==> src/rtl/hsst2ad_arb_pkg.sv <==
// hsst2ad_arb_pkg: shared state encoding and FIFO word layout helpers for the hsst2ad write arbiter
package hsst2ad_arb_pkg;
  typedef enum logic [1:0] {IDLE = 2'd0, XFER = 2'd1, DRAIN = 2'd2} arb_state_t;
  function automatic int fifo_data_width(input int data_w, input int id_w);
    return data_w + id_w + 1;
  endfunction
  function automatic int last_bit(input int data_w, input int id_w);
    return fifo_data_width(data_w, id_w) - 1;
  endfunction
  function automatic int id_lsb(input int data_w);
    return data_w;
  endfunction
endpackage

==> src/rtl/hsst2ad_rr_picker.sv <==
// hsst2ad_rr_picker: combinational round-robin winner select, searching upward from ptr+1 with wrap
//   valid     : request vector
//   ptr       : last winner
//   winner    : first valid index after ptr
//   any_valid : at least one request pending
module hsst2ad_rr_picker #(
  parameter int N  = 4,
  parameter int IW = 2
) (
  input  logic [N-1:0]  valid,
  input  logic [IW-1:0] ptr,
  output logic [IW-1:0] winner,
  output logic          any_valid
);
  logic [2*N-1:0] dbl;
  logic [N-1:0]   rot;
  int             k;
  always_comb begin
    dbl = {valid, valid} >> (int'(ptr) + 1);
    rot = dbl[N-1:0];
    k = 0;
    for (int i = N - 1; i >= 0; i--) if (rot[i]) k = i;
    winner = IW'((int'(ptr) + 1 + k) % N);
  end
  assign any_valid = |valid;
endmodule

==> src/rtl/hsst2ad_fifo_wr_arb.sv <==
// hsst2ad_fifo_wr_arb: packet-granular round-robin arbiter sharing the hsst2ad FIFO write port
//   req_valid/req_data/req_last/req_ready : per-requester beat handshake
//   fifo_wr_data/fifo_wr_en               : {last, id, payload} write to the FIFO
//   fifo_wr_full/fifo_almost_full         : FIFO flags (full stalls beats, almost-full blocks new grants)
//   grant_id/busy/trunc_err               : status
module hsst2ad_fifo_wr_arb
  import hsst2ad_arb_pkg::*;
#(
  parameter int c_NUM_REQ         = 4,
  parameter int c_DATA_WIDTH      = 32,
  parameter int c_ID_WIDTH        = 2,
  parameter int c_MAX_BEATS       = 256,
  parameter int c_FIFO_DATA_WIDTH = fifo_data_width(c_DATA_WIDTH, c_ID_WIDTH)
) (
  input  logic                              clk,
  input  logic                              rst,
  input  logic [c_NUM_REQ-1:0]              req_valid,
  input  logic [c_NUM_REQ*c_DATA_WIDTH-1:0] req_data,
  input  logic [c_NUM_REQ-1:0]              req_last,
  output logic [c_NUM_REQ-1:0]              req_ready,
  output logic [c_FIFO_DATA_WIDTH-1:0]      fifo_wr_data,
  output logic                              fifo_wr_en,
  input  logic                              fifo_wr_full,
  input  logic                              fifo_almost_full,
  output logic [c_ID_WIDTH-1:0]             grant_id,
  output logic                              busy,
  output logic                              trunc_err
);
  localparam int LAST_BIT = last_bit(c_DATA_WIDTH, c_ID_WIDTH);
  localparam int ID_LSB   = id_lsb(c_DATA_WIDTH);
  arb_state_t              state, state_nx;
  logic [c_ID_WIDTH-1:0]   rr_ptr, winner;
  logic [15:0]             beat_cnt, cnt_inc;
  logic                    any_valid, sel_valid, sel_last, at_max, trunc_nx;
  logic [c_DATA_WIDTH-1:0] sel_data;
  hsst2ad_rr_picker #(.N(c_NUM_REQ), .IW(c_ID_WIDTH)) u_picker (
    .valid(req_valid),
    .ptr(rr_ptr),
    .winner(winner),
    .any_valid(any_valid)
  );
  assign sel_valid = req_valid[grant_id];
  assign sel_last  = req_last[grant_id];
  assign sel_data  = req_data[grant_id*c_DATA_WIDTH +: c_DATA_WIDTH];
  // the beat being offered is number c_MAX_BEATS of the packet
  assign at_max    = beat_cnt == 16'(c_MAX_BEATS - 1);
  assign cnt_inc   = beat_cnt == 16'(c_MAX_BEATS) ? beat_cnt : beat_cnt + 16'd1;
  always_comb begin
    fifo_wr_data = '0;
    fifo_wr_data[LAST_BIT] = sel_last | at_max;
    fifo_wr_data[ID_LSB +: c_ID_WIDTH] = grant_id;
    fifo_wr_data[c_DATA_WIDTH-1:0] = sel_data;
  end
  always_comb begin
    state_nx = state;
    trunc_nx = 1'b0;
    req_ready = '0;
    fifo_wr_en = 1'b0;
    case (state)
      IDLE: if (any_valid && !fifo_almost_full) state_nx = XFER;
      XFER: begin
        req_ready[grant_id] = ~fifo_wr_full;
        fifo_wr_en = sel_valid & ~fifo_wr_full;
        if (fifo_wr_en && sel_last) state_nx = IDLE;
        else if (fifo_wr_en && at_max) begin
          state_nx = DRAIN;
          trunc_nx = 1'b1;
        end
      end
      DRAIN: begin
        req_ready[grant_id] = 1'b1;
        if (sel_valid && sel_last) state_nx = IDLE;
      end
      default: state_nx = IDLE;
    endcase
  end
  always_ff @(posedge clk) begin
    if (rst) begin
      state     <= IDLE;
      rr_ptr    <= c_ID_WIDTH'(c_NUM_REQ - 1);
      grant_id  <= '0;
      beat_cnt  <= '0;
      busy      <= 1'b0;
      trunc_err <= 1'b0;
    end else begin
      state     <= state_nx;
      busy      <= state_nx != IDLE;
      trunc_err <= trunc_nx;
      if (state == IDLE && state_nx == XFER) begin
        grant_id <= winner;
        rr_ptr   <= winner;
        beat_cnt <= '0;
      end else if (fifo_wr_en) beat_cnt <= cnt_inc;
    end
  end
endmodule
==> config.mk <==
export PLATFORM = sky130hd
export DESIGN_NAME = hsst2ad_fifo_wr_arb
export DESIGN_NICKNAME = d
export VERILOG_FILES = /design/src/rtl/hsst2ad_arb_pkg.sv /design/src/rtl/hsst2ad_rr_picker.sv /design/src/rtl/hsst2ad_fifo_wr_arb.sv
export SDC_FILE = /design/constraint.sdc
export NUM_CORES = 1
export LEC_CHECK = 0
export BUFFER_PORTS_ARGS = -buffer_cell sky130_fd_sc_hd__buf_2
export CORE_MARGIN = 1.5
export CORE_UTILIZATION = 41
export DETAILED_ROUTE_END_ITERATION = 8
export PLACE_DENSITY = 0.87
export SYNTH_ARGS = -nofsm -noshare
export SYNTH_HDL_FRONTEND = slang
export SYNTH_SLANG_ARGS = --single-unit
==> constraint.sdc <==
create_clock -name clk -period 2.81 [get_ports clk]
set_clock_uncertainty 0.1 [all_clocks]
set_input_delay 0.1405 -clock clk [delete_from_list [all_inputs] [get_ports clk]]
set_output_delay 0.1405 -clock clk [all_outputs]
set_load 0.005 [all_outputs]
# [After elaboration in Yosys (flattened, before gate mapping)]
# Cells that the tools add are included.
[totals] elab_cells=55 reg_bits=24
[classes] addsub=3 shifts=2 n_lt_le_gt_ge=2 mux=18 n_reduce_logical=13 bitwise_logic=6 eq_ne=5
[op_table] operator="$shiftx A128 B8 Y32" n=1
[op_table] operator="$add A16 B1 Y16 const B" n=1
[op_table] operator="$eq A16 B8 Y1 const B" n=1
[op_table] operator="$eq A16 B9 Y1 const B" n=1
[op_table] operator="$mux W2" n=8
[op_table] operator="$pmux W4 S2" n=1
[op_table] operator="$shr A8 B3 Y4" n=1
[op_table] operator="$logic_and A1 B1 Y1" n=6
[op_table] operator="$pmux W2 S3" n=1
[op_table] operator="$mux W1" n=5
[op_table] operator="$and A4 B4 Y4" n=1
[op_table] operator="$bmux W1 S2" n=2
[op_table] operator="$eq A2 B1 Y1 const B" n=2
[op_table] operator="$reduce_or A4 Y1" n=1
[op_table] operator="$add A2 B1 Y3 const B" n=1
[op_table] operator="$lt A2 B3 Y1 const B" n=1
[op_table] operator="$not A1 Y1" n=3
[op_table] operator="$reduce_or A3 Y1" n=1
[op_table] operator="$add A2 B2 Y2" n=1
[op_table] operator="$demux W1 S2" n=1
[op_table] operator="$eq A2 B2 Y1 const B" n=1
[op_table] operator="$ge A2 B1 Y1 const B" n=1
[op_table] operator="$logic_not A2 Y1" n=1
[op_table] operator="$reduce_and A2 Y1" n=1
[op_table] operator="5 further kinds" n=5

# [Longest topological paths before layout]
# Gate-level depths: netlist of the first run.
[depth] depth_word=10 ltp_mapped=9 depth_no_buf=8

# [Hierarchy]
# From an unflattened synthesis of the first run, not the netlist that was laid out.
[unflattened] cells_unflattened=226 hier_area_um2=2298.5
[by_module_without_submodules] module="hsst2ad_fifo_wr_arb" cells_each=202 n_inst=1 area_each_um2=2124.5 seq_area_each_um2=480.5
[by_module_without_submodules] module="hsst2ad_rr_picker" cells_each=24 n_inst=1 area_each_um2=173.9 seq_area_each_um2=0.0

# [Worst setup path before layout of the first run]
# No wires, ideal clock.
[synth_timing] path_type="reg2reg" from="register grant_id[0]" to="register beat_cnt[0]" arrival_time_ns=1.887 setup_time_ns=0.064 n_path_buf=2 path_slack_ns=0.759 stages_incl_launch_ff=8 path_cell_list="dfxtp_1 -> buf_6 -> mux4_2 -> a21boi_2 -> a2bb2oi_4 -> o221ai_4 -> buf_6 -> nor2_1"
[synth_via] elab_chain_len=10 elab_cells_between_ends=17 classes_between="1 x eq/ne; 9 x mux; 1 x bitwise; 6 x reduce/logical"
[synth_rtl] item="from (decl)" line="hsst2ad_fifo_wr_arb.sv:25" source="output logic [c_ID_WIDTH-1:0] grant_id,"
[synth_rtl] item="from (signal assigned)" line="hsst2ad_fifo_wr_arb.sv:90" source="grant_id <= winner;"
[synth_rtl] item="$bmux W1 S2" line="hsst2ad_fifo_wr_arb.sv:42" source="assign sel_valid = req_valid[grant_id];"
[synth_rtl] item="$mux W1 (implied by the code)" line="hsst2ad_fifo_wr_arb.sv:42"
[synth_rtl] item="$and A1 B1 Y1" line="hsst2ad_fifo_wr_arb.sv:63" source="fifo_wr_en = sel_valid & ~fifo_wr_full;"
[synth_rtl] item="$logic_and A1 B1 Y1" line="hsst2ad_fifo_wr_arb.sv:65" source="else if (fifo_wr_en && at_max) begin"
[synth_rtl] item="$mux W2" line="hsst2ad_fifo_wr_arb.sv:65"
[synth_rtl] item="$mux W2" line="hsst2ad_fifo_wr_arb.sv:64" source="if (fifo_wr_en && sel_last) state_nx = IDLE;"
[synth_rtl] item="$pmux W2 S3" line="hsst2ad_fifo_wr_arb.sv:59" source="case (state)"
[synth_rtl] item="$eq A2 B1 Y1" line="hsst2ad_fifo_wr_arb.sv:89" source="if (state == IDLE && state_nx == XFER) begin"
[synth_rtl] item="$logic_and A1 B1 Y1" line="hsst2ad_fifo_wr_arb.sv:89"
[synth_rtl] item="$reduce_or A2 Y1 (no line)"
[synth_rtl] item="to (signal assigned)" line="hsst2ad_fifo_wr_arb.sv:93" source="end else if (fifo_wr_en) beat_cnt <= cnt_inc;"
[synth_rtl] item="to (decl)" line="hsst2ad_fifo_wr_arb.sv:33" source="logic [15:0] beat_cnt, cnt_inc;"
# Several ways; a longest one is shown, not always the timed one. The select of a mux whose other input is x is not followed.
# A chain may end at the register's enable or synchronous reset.

# [Worst setup path in the final report of the first run]
[layout_timing] from="register grant_id[1]" to="register beat_cnt[13]"
# Same word-level chain as after synthesis.

==> metrics.cfg, run 1 <==
[power_and_ir_drop]
peakVddDrop_uv = 363
p_per_area_nw_per_um2 = 600
cellLeakagePower_uw = 0.00153
power_uw = 2050

[sta]
tns_ns = 0
maxSlewViolCount = 0
hold_viol_final = 0
timing.final.crit_share_pct = 82.3
relSlewSlack_pct = 53.6
rsz0062_at_grt = false
fmax_mhz = 433
setup_ws_ns = 0.498
setup_viol = 0
hold_slack_ns = 0.0692
worst_pin_slew_ns = 0.688
finalCriticalPeriod_ns = 2.31

[floorplanning]
core_um2 = 5570
rows = 27
initial_core_util_pct = 43.1
ios = 184
fp.dieW_um = 79.6
die-area_um2 = 6330
die_h_um = 79.6

[placement]
gp_congestion = 0.908
place_area_um2 = 3340
numPortBuffers = 183
dp_hpwl_mm = 8.16
pre_cts_slack_ns = 0.550

[critical_path]
cp.required_ns = 2.91
crit_start = grant_id[1]
crit_path_end_kind = register
slowest_stage = or4_1
crit_type = register to register
path_cells = or2_2, o22ai_2, nand3_2, or4_1, a21oi_1
cp-start-kind = register
path_buf_inv = 0
r2r-start = grant_id[1]
worstPathMaxFanout = 19
cp_data_arrival_time_ns = 2.41
crit_family = simple AND/OR/NAND/NOR gates
max_stage_delay_ns = 0.56

[run_status]
status = finished, final reports clean

[grt]
grt.overflow.total = 0
grt_pass1_wl_mm = 14.0
grt_pass1_vias = 2714
grt_antenna_before_repair = 2
grt_use_total_pct = 29.4
grt_max_degree = 25

[detailed_routing]
via_per_inst = 5.83
drtPass1Iterations = 4
drt_wl_total_mm = 9.59
avgRoutedWirePerCell_um = 20.1
ant_nets = 0
num_vias = 2788
drt-initial-drc-count = 145
drc = 0

[cts]
insertion_delay_ns = 0.27
cts_setup_buffers = 0
clk_path_buf_depth = 2
numCtsBuffers = 3
cts.sinks = 24
cts_resized = 0
ctsHoldBuffers = 0
cts-htree-levels = 1
root_buffer = clkbuf_8
cts_tree = yes
clk_pin_slew_worst_paths_ns = 0.09

[layout]
layout_commonest_cell = buf_2
final_nets = 551
final_layout_size_suffix_gt1_share_pct = 57.8
area_growth_pct = 42.1
stdcell_area_um2 = 3410
final_cell_mix = buf_2, mux4_2, dfxtp_1
fillCellCount = 505

[yosys]
synth-seq-cells = 24
synth.yosys.seq_area_share_pct = 20.0
async_reset_ff_share_pct = 0
synthCells = 231
synthFlopType = dfxtp_1
synth_edf_count = 0
yosys_warnings = 0
synthesis.nets = 378
netlist_area_um2 = 2400
synth.distinct_cells = 50
syn_area_per_cell_um2 = 10.4

[hold_path]
hold_class = input port to register
hp-start = rst

[run]
max-cap-violations = 0

==> power by group <==
part	total, uW	switching, uW	internal, uW	leakage [uW]
Sequential	443	70.3	372	0.000195
Combinational	1300	587	715	0.00129
Clock	304	113	190	0.0000357
Total	2050	771	1280	0.00153
==> registers in the layout (all words and copies together), names as in the netlist <==
register   flops
beat_cnt      16
busy           1
rr_ptr         2
trunc_err      1
grant_id       2
state          2
==> Yosys cell counts, types with 6 or more instances <==
cell type,count,share of area [%]
o21ai_0,7,1.5
xor2_1,8,2.9
a21oi_1,8,1.7
inv_1,11,1.7
nor2_1,19,3.0
mux4_2,33,31
nand4_1,10,2.6
nor3_1,6,1.2
dfxtp_1,24,20
clkbuf_1,8,1.2
nand2_1,7,1.1
ha_1,7,3.6
==> layout make-up <==
cell class / count / area [um2] / share of cell area (%)
multi-input combinational: 177 / 1780 / 52.0
timing repair buffer: 187 / 946 / 27.7
sequential: 24 / 483 / 14.1
tap: 72 / 90.1 / 2.64
clock buffer: 3 / 41.3 / 1.21
inverter: 11 / 41.3 / 1.21
clock inverter: 1 / 30.0 / 0.879
antenna: 3 / 7.51 / 0.220
==> path summary, 6_finish.rpt <==
path | slack (ns) | endpoint | depth (start not counted)
worst min register to register | 0.41 | beat_cnt[14] | 2
worst max-delay path | 0.50 | beat_cnt[13] | 5
worst max register to register | 0.50 | beat_cnt[13] | 5
worst min-delay path | 0.07 | state[1] | 2
==> worst reg2reg max path: cells and delay by family (launching register included) <==
kind	cells	cell delay (ns)
AND/OR/NAND/NOR	3	1.16
AO/OA/AOI/OAI	2	0.55
flip-flops	1	0.45
==> metrics by stage <==
step / utilization [%] / std cells
floorplan: - / 231
global placement: 59.8 / 471
detailed placement: 59.8 / 471
CTS: 61.1 / 475
global route: 61.2 / 477
finish: 61.3 / 478
==> kinds of logic (layout without fill, tap and decap cells) <==
kind of cell	after synthesis	in the layout	share of synthesized area [%]
XOR/XNOR	11	11	4.01
other	0	3	0
flip-flops	24	24	20.0
AND/OR/NAND/NOR	79	79	18.7
adder cells (fa/ha/maj)	7	7	3.64
buffers and inverters	30	202	6.14
AO/OA/AOI/OAI	41	41	13.4
multiplexers	39	39	34.1
==> metal layers <==
layer / track usage, % / routed length, um / vias up
met3: 6.97 / 959 / 22
li1: - / - / 1263
met4: 9.82 / 206 / 0
met1: 37.8 / 3650 / 1362
met2: 48.4 / 4780 / 141
met5: 0 / 0 / -
Power figures use the tool's default switching activity.
==> inputs of run 2 (changes only) <==
Clock period 2.81 ns to 2.2 ns, I/O delays scaled along.
==> run 2 against run 1 <==
Fmax is 7.8% higher. Sequential power is 23% higher. Cell area is 1.5% higher. Global-route usage is 0.12 points lower.
==> metrics.cfg, run 2 (synthesized netlist as in run 1, its figures left out) <==
[layout]
final_nets = 556
layout_commonest_cell = buf_2
stdcell_count = 482
fillCellCount = 484
stdcell_area_um2 = 3470
largest_reg_flops = 16
final_cell_mix = buf_2, mux4_2, dfxtp_1
regMostFlops = beat_cnt
final_layout_size_suffix_gt1_share_pct = 58.3
area_growth_pct = 44.2

[grt]
grt_antenna_before_repair = 3
gr-usage-met2_pct = 48.4
grt-busiest-layer = met2
grt_use_total_pct = 29.3
grt_pass1_wl_mm = 13.8
met3_usage_pct = 5.37
grt_use_met1_pct = 38.9
grt_pass1_vias = 2645
grt_max_degree = 38
grt.overflow.total = 0

[critical_path]
crit_path_end_kind = register
path_buf_inv = 0
crit_type = register to register
max_stage_delay_ns = 0.61
slowest_stage = mux4_1
worstPathMaxFanout = 8
cp.required_ns = 2.29
crit_family = compound AO/OA/AOI/OAI gates
cp-start-kind = register
path_cells = mux4_1, a21boi_4, a2bb2oi_4, o221ai_4, nor2_1
cp_data_arrival_time_ns = 2.24

[cts]
numCtsBuffers = 3
cts_tree = yes
insertion_delay_ns = 0.27
cts.sinks = 24
clk_path_buf_depth = 2
clk_pin_slew_worst_paths_ns = 0.09
cts-htree-levels = 1
root_buffer = clkbuf_8

[power_and_ir_drop]
power_uw = 2570
peakVddDrop_uv = 513
cellLeakagePower_uw = 0.00154
p_per_area_nw_per_um2 = 743

[placement]
place_inst = 473
place_area_um2 = 3350
numPortBuffers = 183
pre_cts_slack_ns = 0.0493
gp_congestion = 0.935
dp_hpwl_mm = 8.21

[detailed_routing]
num_vias = 2839
via_per_inst = 5.89
drt-initial-drc-count = 171
drc = 0
avgRoutedWirePerCell_um = 20.6
drtPass1Iterations = 4
drt_wl_total_mm = 9.94
ant_nets = 0

[floorplanning]
ios = 184
fp.dieW_um = 79.6
die-area_um2 = 6330
initial_core_util_pct = 43.1
die_h_um = 79.6
core_um2 = 5570
rows = 27

[sta]
relSlewSlack_pct = 49.9
tns_ns = 0
fmax_mhz = 466
finalCriticalPeriod_ns = 2.15
hold_viol_final = 0
setup_ws_ns = 0.0548
worst_pin_slew_ns = 0.746
timing.final.crit_share_pct = 97.5
maxSlewViolCount = 0
setup_viol = 0

[run]
max-cap-violations = 0

[run_status]
status = finished, final reports clean

[hold_path]
hold_class = input port to register

[run 2: per-layer routing]
| layer | part of all wire, % | wire (um) |
|---|---|---|
| met1 | 39 | 3880 |
| met2 | 50 | 4950 |
| met3 | 9.5 | 946 |
| met4 | 1.7 | 165 |
| met5 | 0 | 0 |
[run 2: stage by stage]
stage          util (%)  hold WS, ns
2_1_floorplan         -        0.294
3_3_place_gp       60.1        0.306
3_5_place_dp       60.1        0.312
4_1_cts            61.2       0.0229
5_1_grt            62.2       0.0328
6_report           62.2       0.0287
[run 2: path summary, 6_finish.rpt]
check	cells after the start	endpoint	slack (ns)	start
max	5	beat_cnt[10]	0.05	grant_id[0]
min	2	state[1]	0.03	rst
max reg2reg	5	beat_cnt[10]	0.05	grant_id[0]
min reg2reg	2	beat_cnt[15]	0.39	beat_cnt[15]
[run 2: final cells by class]
class / instances / area [um2] / area share, %
inverter: 11 / 41.3 / 1.19
multi-input combinational: 178 / 1810 / 52.2
antenna: 2 / 5.00 / 0.144
clock buffer: 4 / 55.1 / 1.59
tap: 72 / 90.1 / 2.60
sequential: 24 / 485 / 14.0
timing repair buffer: 191 / 980 / 28.3
[run 2: what timing repair did]
action,CTS,global route
setup endpoints to repair,30,17
cloned,0,1
gates resized for setup,1,5
pin swaps,1,1
setup buffers,0,2
hold buffers,0,0
[run 2: report_power, final]
part / switching [uW] / internal (uW)
sequential: 67.8 / 479
combinational: 793 / 934
clock: 141 / 160
